**src/rtl/jtkunio_sndcmd.sv**
```systemverilog
// jtkunio_sndcmd: sound-command mailbox from the Kunio main 6502 to the sound CPU.
// Each main-CPU write to the sound latch is captured once per access. The
// command is held until the sound CPU finishes reading it.
// Build option: JTKUNIO_SNDFIFO_EN selects a FIFO of depth 2**AW.
// Without it the block is a single-entry latch that matches the original board.
// snd_irq is held high while a command is pending. It drops for one clk after
// every pop, so edge-triggered CPUs see one edge per command.
module jtkunio_sndcmd #(
  parameter int AW = 2
) (
  input  logic       clk,
  input  logic       rst,
  input  logic       main_wr,
  input  logic [7:0] main_din,
  input  logic       snd_rd,
  output logic [7:0] snd_dout,
  output logic       snd_irq,
  output logic       empty,
  output logic       full,
`ifdef JTKUNIO_SNDFIFO_EN
  output logic [AW:0] level,
`else
  output logic [0:0]  level,
`endif
  output logic       ovf,
  input  logic       ovf_clr
);

  logic wr_l;      // registered main_wr, for rising-edge detection
  logic rd_l;      // registered snd_rd, for falling-edge detection
  logic pop_d;     // an accepted pop happened last cycle
  logic push_edge;
  logic pop_edge;
  logic pop;       // pop that actually removes an entry
  logic ovf_set;

  // Push fires at the start of a write access. Pop fires at the end of a read
  // access, so snd_dout stays stable for the whole read.
  assign push_edge = main_wr & ~wr_l;
  assign pop_edge  = rd_l & ~snd_rd;

  // Strobe history, cleared by reset so a strobe held through reset counts once
  always_ff @(posedge clk or posedge rst) begin
    // NOTE: sequential state uses non-blocking assignments so every register
    // samples the values from before the clock edge.
    if (rst) begin
      wr_l  <= 1'b0;
      rd_l  <= 1'b0;
      pop_d <= 1'b0;
    end else begin
      wr_l  <= main_wr;
      rd_l  <= snd_rd;
      pop_d <= pop;
    end
  end

`ifdef JTKUNIO_SNDFIFO_EN
  localparam int DEPTH = 1 << AW;

  logic [7:0]    mem [DEPTH];
  logic [AW-1:0] wr_ptr;
  logic [AW-1:0] rd_ptr;
  logic [AW:0]   cnt;
  logic [7:0]    last;   // last popped command, shown while empty
  logic          push;

  assign empty = (cnt == '0);
  assign full  = (cnt == (AW+1)'(DEPTH));
  // A pop on an empty FIFO is ignored. A push into a full FIFO is accepted
  // only when a pop frees a slot in the same cycle.
  assign pop     = pop_edge & ~empty;
  assign push    = push_edge & (~full | pop);
  assign ovf_set = push_edge & full & ~pop;

  // Command storage
  always_ff @(posedge clk) begin
    // NOTE: the storage array has no reset. Entries are only visible once
    // written, and leaving them unreset keeps the array a plain RAM.
    if (push) mem[wr_ptr] <= main_din;
  end

  // Pointers, occupancy and last popped value
  always_ff @(posedge clk or posedge rst) begin
    if (rst) begin
      wr_ptr <= '0;
      rd_ptr <= '0;
      cnt    <= '0;
      last   <= 8'h00;
    end else begin
      if (push) wr_ptr <= wr_ptr + 1'b1;
      if (pop) begin
        rd_ptr <= rd_ptr + 1'b1;
        last   <= mem[rd_ptr];
      end
      case ({push, pop})
        2'b10:   cnt <= cnt + 1'b1;
        2'b01:   cnt <= cnt - 1'b1;
        default: cnt <= cnt;
      endcase
    end
  end

  assign snd_dout = empty ? last : mem[rd_ptr];
  assign level    = cnt;
`else
  logic [7:0] data;
  logic       pend;

  assign pop     = pop_edge & pend;
  assign ovf_set = push_edge & pend;

  // Single latch. A push always overwrites it, and a same-cycle push keeps it pending.
  always_ff @(posedge clk or posedge rst) begin
    if (rst) begin
      data <= 8'h00;
      pend <= 1'b0;
    end else begin
      if (push_edge) data <= main_din;
      pend <= push_edge | (pend & ~pop);
    end
  end

  assign snd_dout = data;
  assign empty    = ~pend;
  assign full     = pend;
  assign level    = pend;
`endif

  // Sticky overflow. A set in the same cycle as ovf_clr wins.
  always_ff @(posedge clk or posedge rst) begin
    if (rst)          ovf <= 1'b0;
    else if (ovf_set) ovf <= 1'b1;
    else if (ovf_clr) ovf <= 1'b0;
  end

  assign snd_irq = ~empty & ~pop_d;

endmodule
```
**config.mk**
```make
export PLATFORM = sky130hd
export DESIGN_NAME = jtkunio_sndcmd
export DESIGN_NICKNAME = d
export VERILOG_FILES = /design/src/rtl/jtkunio_sndcmd.sv
export SDC_FILE = /design/constraint.sdc
export NUM_CORES = 1
export LEC_CHECK = 0
export BUFFER_PORTS_ARGS = -buffer_cell sky130_fd_sc_hd__buf_4
export CORE_AREA = 2 2 39 41
export CTS_BUF_LIST = sky130_fd_sc_hd__clkbuf_2
export CTS_CLUSTER_DIAMETER = 60
export DETAILED_ROUTE_END_ITERATION = 10
export DIE_AREA = 0 0 41 43
export PLACE_DENSITY_LB_ADDON = 0.05
export SKIP_LAST_GASP = 1
export SLEW_MARGIN = 20
export SYNTH_ARGS = -nofsm -noshare
export SYNTH_HDL_FRONTEND = slang
export SYNTH_SLANG_ARGS = --single-unit
```
**constraint.sdc**
```tcl
create_clock -name clk -period 1.5 [get_ports clk]
set_clock_uncertainty 0.15 [all_clocks]
set_input_delay 0.225 -clock clk [delete_from_list [all_inputs] [get_ports clk]]
set_output_delay 0.225 -clock clk [all_outputs]
set_load 0.01 [all_outputs]
```
---- Yosys cells after proc, flatten, opt, wreduce, memory -nomap -nowiden ----
Index checks and enable logic that the tools add are counted.
word-level totals
  bits in registers ....................... 13
  bits of input ports ..................... 13
  output and inout port bits .............. 13
  word-level logic and storage cells ...... 21
cells by class
  mux-type cells .......................... 2
  bitwise logic cells ..................... 12
  reductions and logical operators ........ 1
operators by type and width
  cell               count
  $and 1x1->1        6
  $not 1->1          5
  $mux 1             2
  $reduce_bool 2->1  1
  $or 1x1->1         1

---- Logic depth before layout (Yosys ltp) ----
Gate-level depths: netlist of run 1.
  depth after elaboration ................. 6
  gate-level depth with buffers ........... 3
  mapped depth without buffers ............ 2

---- Worst setup path before layout of run 1 ----
OpenSTA, ideal clock, no wires.
  kind .................................... register to register
  from .................................... register wr_l
  to ...................................... register data[0], in the netlist snd_dout[0]
  setup time .............................. 125 ps
  arrival time ............................ 921 ps
  data required time ...................... 1225 ps
  path slack .............................. 304 ps
  stages on the path, launching flop included .. 4
  path buffers ............................ 1
  period minus slack after synthesis ...... 1196 ps
  cells stage by stage .................... dfrtp_1 nor2b_4 buf_12 mux2_4
between the ends
  cells in the longest elaborated chain, start to end .. 2
ends and longest elaborated chain
  element                 line  source
  from (decl)             29    logic wr_l;
  from (signal assigned)  51    wr_l <= main_wr;
  $not 1->1               39    assign push_edge = main_wr & ~wr_l;
  $and 1x1->1             39
  to (signal assigned)    118   if (push_edge) data <= main_din;
  to (decl)               106   logic [7:0] data;
Every way passes these cells.
A chain may end at the register's enable or synchronous reset.

---- Worst setup path after layout of run 1 ----
  from .................................... register pend, in the netlist full
  to ...................................... output snd_irq
between the ends
  cells in the longest elaborated chain, start to end .. 1
ends and longest elaborated chain
  element                 line  source
  from (decl)             107   logic pend;
  from (signal assigned)  119   pend <= push_edge | (pend & ~pop);
  $and 1x1->1             136   assign snd_irq = ~empty & ~pop_d;
  to (decl)               17    output logic snd_irq,
Every way passes these cells.

==> summary.md, run 1 <==
| Metric | Value |
|---|---|
| DP Wirelength | `roughly 700 um` |
| Inserted Diodes | `0` |
| Combinational share of power | `about a quarter` |
| Share of cells above drive strength 1 | `roughly 65%` |
| Worst Tran Pin Value | `~470 ps` |
| Sequential Power Share | `~52%` |
| Clock power frac | `21.5%` |
| Mapped Avg Cell Area | `16.6 um2` |
| Kind of critical path | `flip-flop to output port` |
| Clock buffer count from CTS | `3` |
| Clk sinks | `13` |
| Int Pwr | `~0.60 mW` |
| Setup crit end kind | `output port` |
| Layout area overhead | `43.4%` |
| Initial antenna violation count | `0` |
| Setup_tns | `0 ps` |
| Largest net degree at the start of global routing | `14` |
| Max_slew headroom | `between 60 and 70%` |
| VDD IR-drop max | `roughly 0.42 mV` |
| Worst EP required | `~1100 ps` |
| Distinct cells, synth | `10` |
| Drc violations | `0` |
| First-pass GRT wire length | `~1500 um` |
| Initial DRC Count | `0` |
| Resized cells post-CTS | `0` |
| Tcrit/Tclk final | `about nine tenths` |
| Io pins | `26` |
| Post-synthesis cell area | `531 um2` |
| CP arrival | `990 ps` |
| CP Launch Type | `flip-flop` |
| Pre-CTS setup slack | `approximately 160 ps` |
| Post-route minimum period | `about 1400 ps` |
| H-tree depth | `1` |
| Die extent in x | `about 40 um` |
| Input/output buffers | `25` |
| Total track usage | `13.8%` |
| Die area | `~1800 um2` |
| CP max stage delay | `~420 ps` |
| HP Class | `primary input to flip-flop` |
| Via count | `350` |
| Sequential share of the synthesized area | `between 60% and 70%` |
| Worst path cell trace | `inv_1 -> nor2_1 -> buf_4` |
| Switching power | `0.199 mW` |
| TritonCTS clock tree | `yes` |
| Clk slew on worst S/H paths | `about 110 ps` |
| Clock Tree Buf Depth | `2` |
| Final Hold Vio Count | `0` |
| Outcome | `finished, final reports clean` |
| Vias per std cell | `between 4 and 5` |
| PD cells | `approximately 1000 nW/um2` |
| Core area | `1380 um2` |
| Worst Path Max Fanout | `5` |
| CP max-delay cell | `dfrtp_1` |
| WL/cell | `around 12 um` |
| Setup WS post-layout | `between 100 and 150 ps` |
| Final wirelength | `just under 1000 um` |
| Post-synthesis net count | `45` |
| Vias in the first global route | `approximately 370` |
| Die Y | `43 um` |
| Switching Share | `about 25%` |
| GRT overflow | `0` |
| Setup violators final | `0` |
| DRT Pass-1 Iters | `1` |
| Post-Syn Instances | `32` |
| GPL Wtd Cong | `~0.57` |
| Nets | `76` |
| Antenna-violating nets left | `0` |
| Slew Limit Fails | `0` |
| Max frequency | `around 0.73 GHz` |
| Synth Register Bits | `13` |
| Max cap viols | `0` |
| Worst skew pair latency | `between 200 and 300 ps` |
| Initial Util | `38.3%` |
| RSZ-0062 raised after global routing | `no` |
| Syn. warnings | `0` |
| Root Buffer | `clkbuf_2` |
| Cell row count | `14` |
| Leakage | `around 0.40 nW` |
==> metrics by stage <==
stage	cells	util [%]	hold WS (ps)	power, mW	instance area, um2
floorplan	32	-	-48.0	0.530	531
global placement	71	51.4	106	0.624	711
detailed placement	71	51.4	134	0.631	711
CTS	78	55.0	24.1	0.816	761
global route	78	55.0	11.1	0.853	761
finish	78	55.0	44.6	0.797	761
==> worst max-delay path, delay by kind of cell, from the launching register on <==
| family | cells | cell delay, ps |
|---|---|---|
| and+or+nand+nor | 1 | 110 |
| DFF | 1 | 420 |
| buffers and inverters | 2 | 200 |
==> layer usage <==
metal | track usage [%] | share of wire [%] | vias up
li1 | - | - | 163
met1 | 14.5 | 39 | 168
met2 | 21.9 | 52 | 17
met3 | 3.66 | 7.9 | 2
met4 | 10.0 | 0.73 | 0
met5 | 0 | 0 | -
==> final timing paths <==
check / startpoint / endpoint / slack, ps / cells after the start
min in group asynchronous: rst / snd_dout[6] / 380 / 3
max in group asynchronous: rst / snd_dout[1] / 500 / 3
max: full / snd_irq / 140 / 3
min: main_din[6] / snd_dout[6] / 40 / 2
max reg2reg: wr_l / snd_dout[3] / 140 / 2
min reg2reg: snd_dout[7] / snd_dout[7] / 370 / 1
==> synth_stat cells <==
| library cell | count | area share [%] |
|---|---|---|
| buf_12 | 1 | 3.8 |
| nor2b_4 | 1 | 2.6 |
| nand2b_1 | 1 | 1.2 |
| a22o_2 | 1 | 1.9 |
| a21o_2 | 1 | 1.7 |
| inv_1 | 3 | 2.1 |
| dfrtp_1 | 13 | 61 |
| mux2_4 | 8 | 23 |
| buf_4 | 1 | 1.4 |
| nor2_1 | 2 | 1.4 |
==> cell type report <==
class	count	area, um2
Sequential cell	13	325
Tap cell	16	20.0
Timing Repair Buffer	28	218
Fill cell	132	623
Multi-Input combinational cell	14	166
Clock buffer	4	20.0
Inverter	3	11.3
==> cell families (layout without fill, tap and decap cells) <==
| logic type | Yosys count | after routing | share of synthesized area, % |
|---|---|---|---|
| mux | 8 | 8 | 22.6 |
| flops | 13 | 13 | 61.3 |
| simple gates | 4 | 4 | 5.19 |
| compound gates | 2 | 2 | 3.54 |
| buf+inv | 5 | 35 | 7.31 |
==> flip-flops by register name, indices dropped and copies added, names as in the netlist <==
name / flops
rd_l: 1
wr_l: 1
pop_d: 1
full: 1
ovf: 1
snd_dout: 8
==> cell usage in the layout, fill, tap and decap left out, drive strengths merged <==
master	netlist	routed
mux2	8	8
nand2b	1	1
clkbuf	0	4
inv	3	3
dfrtp	13	13
nor2b	1	1
a22o	1	1
nor2	2	2
dlygate4sd3	0	3
buf	2	25
a21o	1	1
==> power groups by stage <==
| stage | Sequential, mW | Combinational [mW] | Clock, mW |
|---|---|---|---|
| floorplan | 0.440 | 0.0901 | 0 |
| global placement | 0.422 | 0.202 | 0 |
| detailed placement | 0.425 | 0.206 | 0 |
| CTS | 0.418 | 0.213 | 0.185 |
| global route | 0.423 | 0.226 | 0.204 |
| finish | 0.417 | 0.209 | 0.171 |
==> repair_timing <==
item	CTS	global route
hold buffers	3	0
hold endpoints to repair	15	0
setup buffers	0	0
Note: power is estimated with default switching activity, not from simulation.
==> inputs of run 2 (changes only) <==
- clock period: 1.5 -> 1.7 ns (I/O delays scaled with it)
==> summary.md, run 2 (synthesis gave the netlist of run 1 again) <==
| Metric | Value |
|---|---|
| RSZ-0062 raised after global routing | `no` |
| Overall power consumption | `0.703 mW (-12%)` |
| Fillers | `131 (-0.76%)` |
| Outcome | `finished, final reports clean` |
| Hold Path End | `snd_dout[6]` |
| HP Class | `primary input to flip-flop` |
| Switching Share | `25.0% (about the same)` |
| Total track usage | `13.4% (-0.31 points)` |
| VDD IR-drop max | `0.374 mV (-12%)` |
| Die Y | `43 um (unchanged)` |
| Post-route minimum period | `1590 ps` |
| Most common cell after layout, fill and taps aside | `buf_4` |
| Io pins | `26 (unchanged)` |
| Setup violators final | `0 (unchanged)` |
| Max cap viols | `0 (unchanged)` |
| DP Wirelength | `718 um (unchanged)` |
| Core area | `1380 um2 (unchanged)` |
| CP Launch Type | `primary input` |
| Kind of critical path | `primary input to flip-flop` |
| Clk sinks | `13 (unchanged)` |
| GPL Wtd Cong | `0.574 (unchanged)` |
| Cell row count | `14 (unchanged)` |
| Nets | `76 (unchanged)` |
| DRT Pass-1 Iters | `1 (unchanged)` |
| Vias in the first global route | `364 (-1.4%)` |
| Vias per std cell | `4.49 (unchanged)` |
| Max FFs per register | `8 (unchanged)` |
| Switching power | `0.176 mW (-12%)` |
| Share of cells above drive strength 1 | `64.5% (unchanged)` |
| Inserted Diodes | `0 (unchanged)` |
| Final wirelength | `956 um (-0.62%)` |
| WL/cell | `12.3 um (-0.62%)` |
| Layout area overhead | `43.4% (unchanged)` |
| Final Cell Area | `761 um2 (unchanged)` |
| GRT overflow | `0 (unchanged)` |
| Clock power frac | `21.5% (about the same)` |
| Slew Limit Fails | `0 (unchanged)` |
| Setup WS post-layout | `114 ps (-23.1 ps)` |
| Postcts setup bufs | `0 (unchanged)` |
| Largest net degree at the start of global routing | `14 (unchanged)` |
| Clock Tree Buf Depth | `2 (unchanged)` |
| Max_slew headroom | `68.3% (about the same)` |
| Dpl cell area | `711 um2 (unchanged)` |
| Hold path cells | `2 (unchanged)` |
| Clk slew on worst S/H paths | `110 ps (about the same)` |
| Antenna-violating nets left | `0 (unchanged)` |
| Final Hold Vio Count | `0 (unchanged)` |
| Root Buffer | `clkbuf_2` |
| Worst Path Max Fanout | `10 (+5)` |
| Leakage | `0.404 nW (unchanged)` |
| Via count | `350 (unchanged)` |
| Combinational share of power | `26.2% (about the same)` |
| FF-to-FF Start | `wr_l` |
| H-tree depth | `1 (unchanged)` |
| Int Pwr | `0.528 mW (-12%)` |
| Initial antenna violation count | `0 (unchanged)` |
| Tcrit/Tclk final | `~93%` |
| Register area | `325 um2 (unchanged)` |
| PD cells | `924 nW/um2 (-12%)` |
| Worst Tran Pin Value | `475 ps (-0.0323 ps)` |
| Setup crit end kind | `flip-flop` |
| Pre-CTS setup slack | `358 ps (+200 ps)` |
| Resized cells post-CTS | `0 (unchanged)` |
| Input/output buffers | `25 (unchanged)` |
| TritonCTS clock tree | `yes` |
| Initial DRC Count | `0 (unchanged)` |
| Drc violations | `0 (unchanged)` |
| Worst EP required | `1700 ps (+580 ps)` |
| Reg2reg end | `snd_dout[3]` |
| Clock buffer count from CTS | `3 (unchanged)` |
| Multi-input gate area | `166 um2 (unchanged)` |
| Die extent in x | `41 um (unchanged)` |
| Worst skew pair latency | `250 ps (about the same)` |
| Hold Crit Start | `main_din[6]` |
| Die area | `1760 um2 (unchanged)` |
| Most frequent cells in the layout | `buf_4 (25), dfrtp_1 (13), mux2_4 (8)` |
| First-pass GRT wire length | `1500 um (-2.2%)` |
| Sequential Power Share | `52.3% (about the same)` |
| CP arrival | `1580 ps (+590 ps)` |
| Hold slack | `74.5 ps (+29.9 ps)` |
| # hold bufs at CTS | `3 (unchanged)` |
| Max frequency | `0.631 GHz` |
| Setup_tns | `0 ps (unchanged)` |
| R2r worst-path depth | `2 (unchanged)` |
| Worst reg2reg setup slack | `340 ps (+200 ps)` |
| Initial Util | `38.3% (unchanged)` |
run 2: cell counts in the layout (fill, tap and decap cells not counted):
No cell type changed its count.
run 2: metrics by stage:
| stage | utilization (%) | std cells |
|---|---|---|
| finish | 55.0 | 78 |
| global route | 55.0 | 78 |
| CTS | 55.0 | 78 |
| detailed placement | 51.4 | 71 |
| global placement | 51.4 | 71 |
| floorplan | - | 32 |
run 2: how the worst max path moves through the flow:
stage / startpoint / endpoint / slack, ps / cells past startpoint
4_1_cts: main_wr / snd_dout[3] / 140 / 4
2_1_floorplan: wr_l / snd_dout[0] / 500 / 3
3_5_place_dp: wr_l / snd_dout[5] / 360 / 2
5_1_grt: main_wr / snd_dout[1] / 110 / 4
3_3_place_gp: wr_l / snd_dout[7] / 390 / 2
6_report: main_wr / snd_dout[3] / 110 / 4
run 2: per-layer routing:
layer	track usage (%)	share of wire, %	wire length, um
met3	3.14	7.6	73
met2	21.3	53	503
met1	14.5	39	371
met5	0	0	0
met4	10.0	0.73	7
run 2: layout make-up:
cell class / instances / area share (%)
clock buffer: 4 / 2.63
tap: 16 / 2.63
timing repair buffer: 28 / 28.6
sequential: 13 / 42.8
multi-input combinational: 14 / 21.9
inverter: 3 / 1.48
run 2: critical path, cell delays in order:
cell and delay, ps:
dlygate4sd3_1 530, buf_4 100, nor2b_4 360, mux2_4 340
run 2: power groups by stage:
stage | sequential [mW] | combinational, mW | clock, mW
2_1_floorplan | 0.388 | 0.0795 | 0
3_3_place_gp | 0.373 | 0.178 | 0
3_5_place_dp | 0.375 | 0.182 | 0
4_1_cts | 0.369 | 0.188 | 0.163
5_1_grt | 0.374 | 0.199 | 0.180
6_report | 0.368 | 0.185 | 0.151
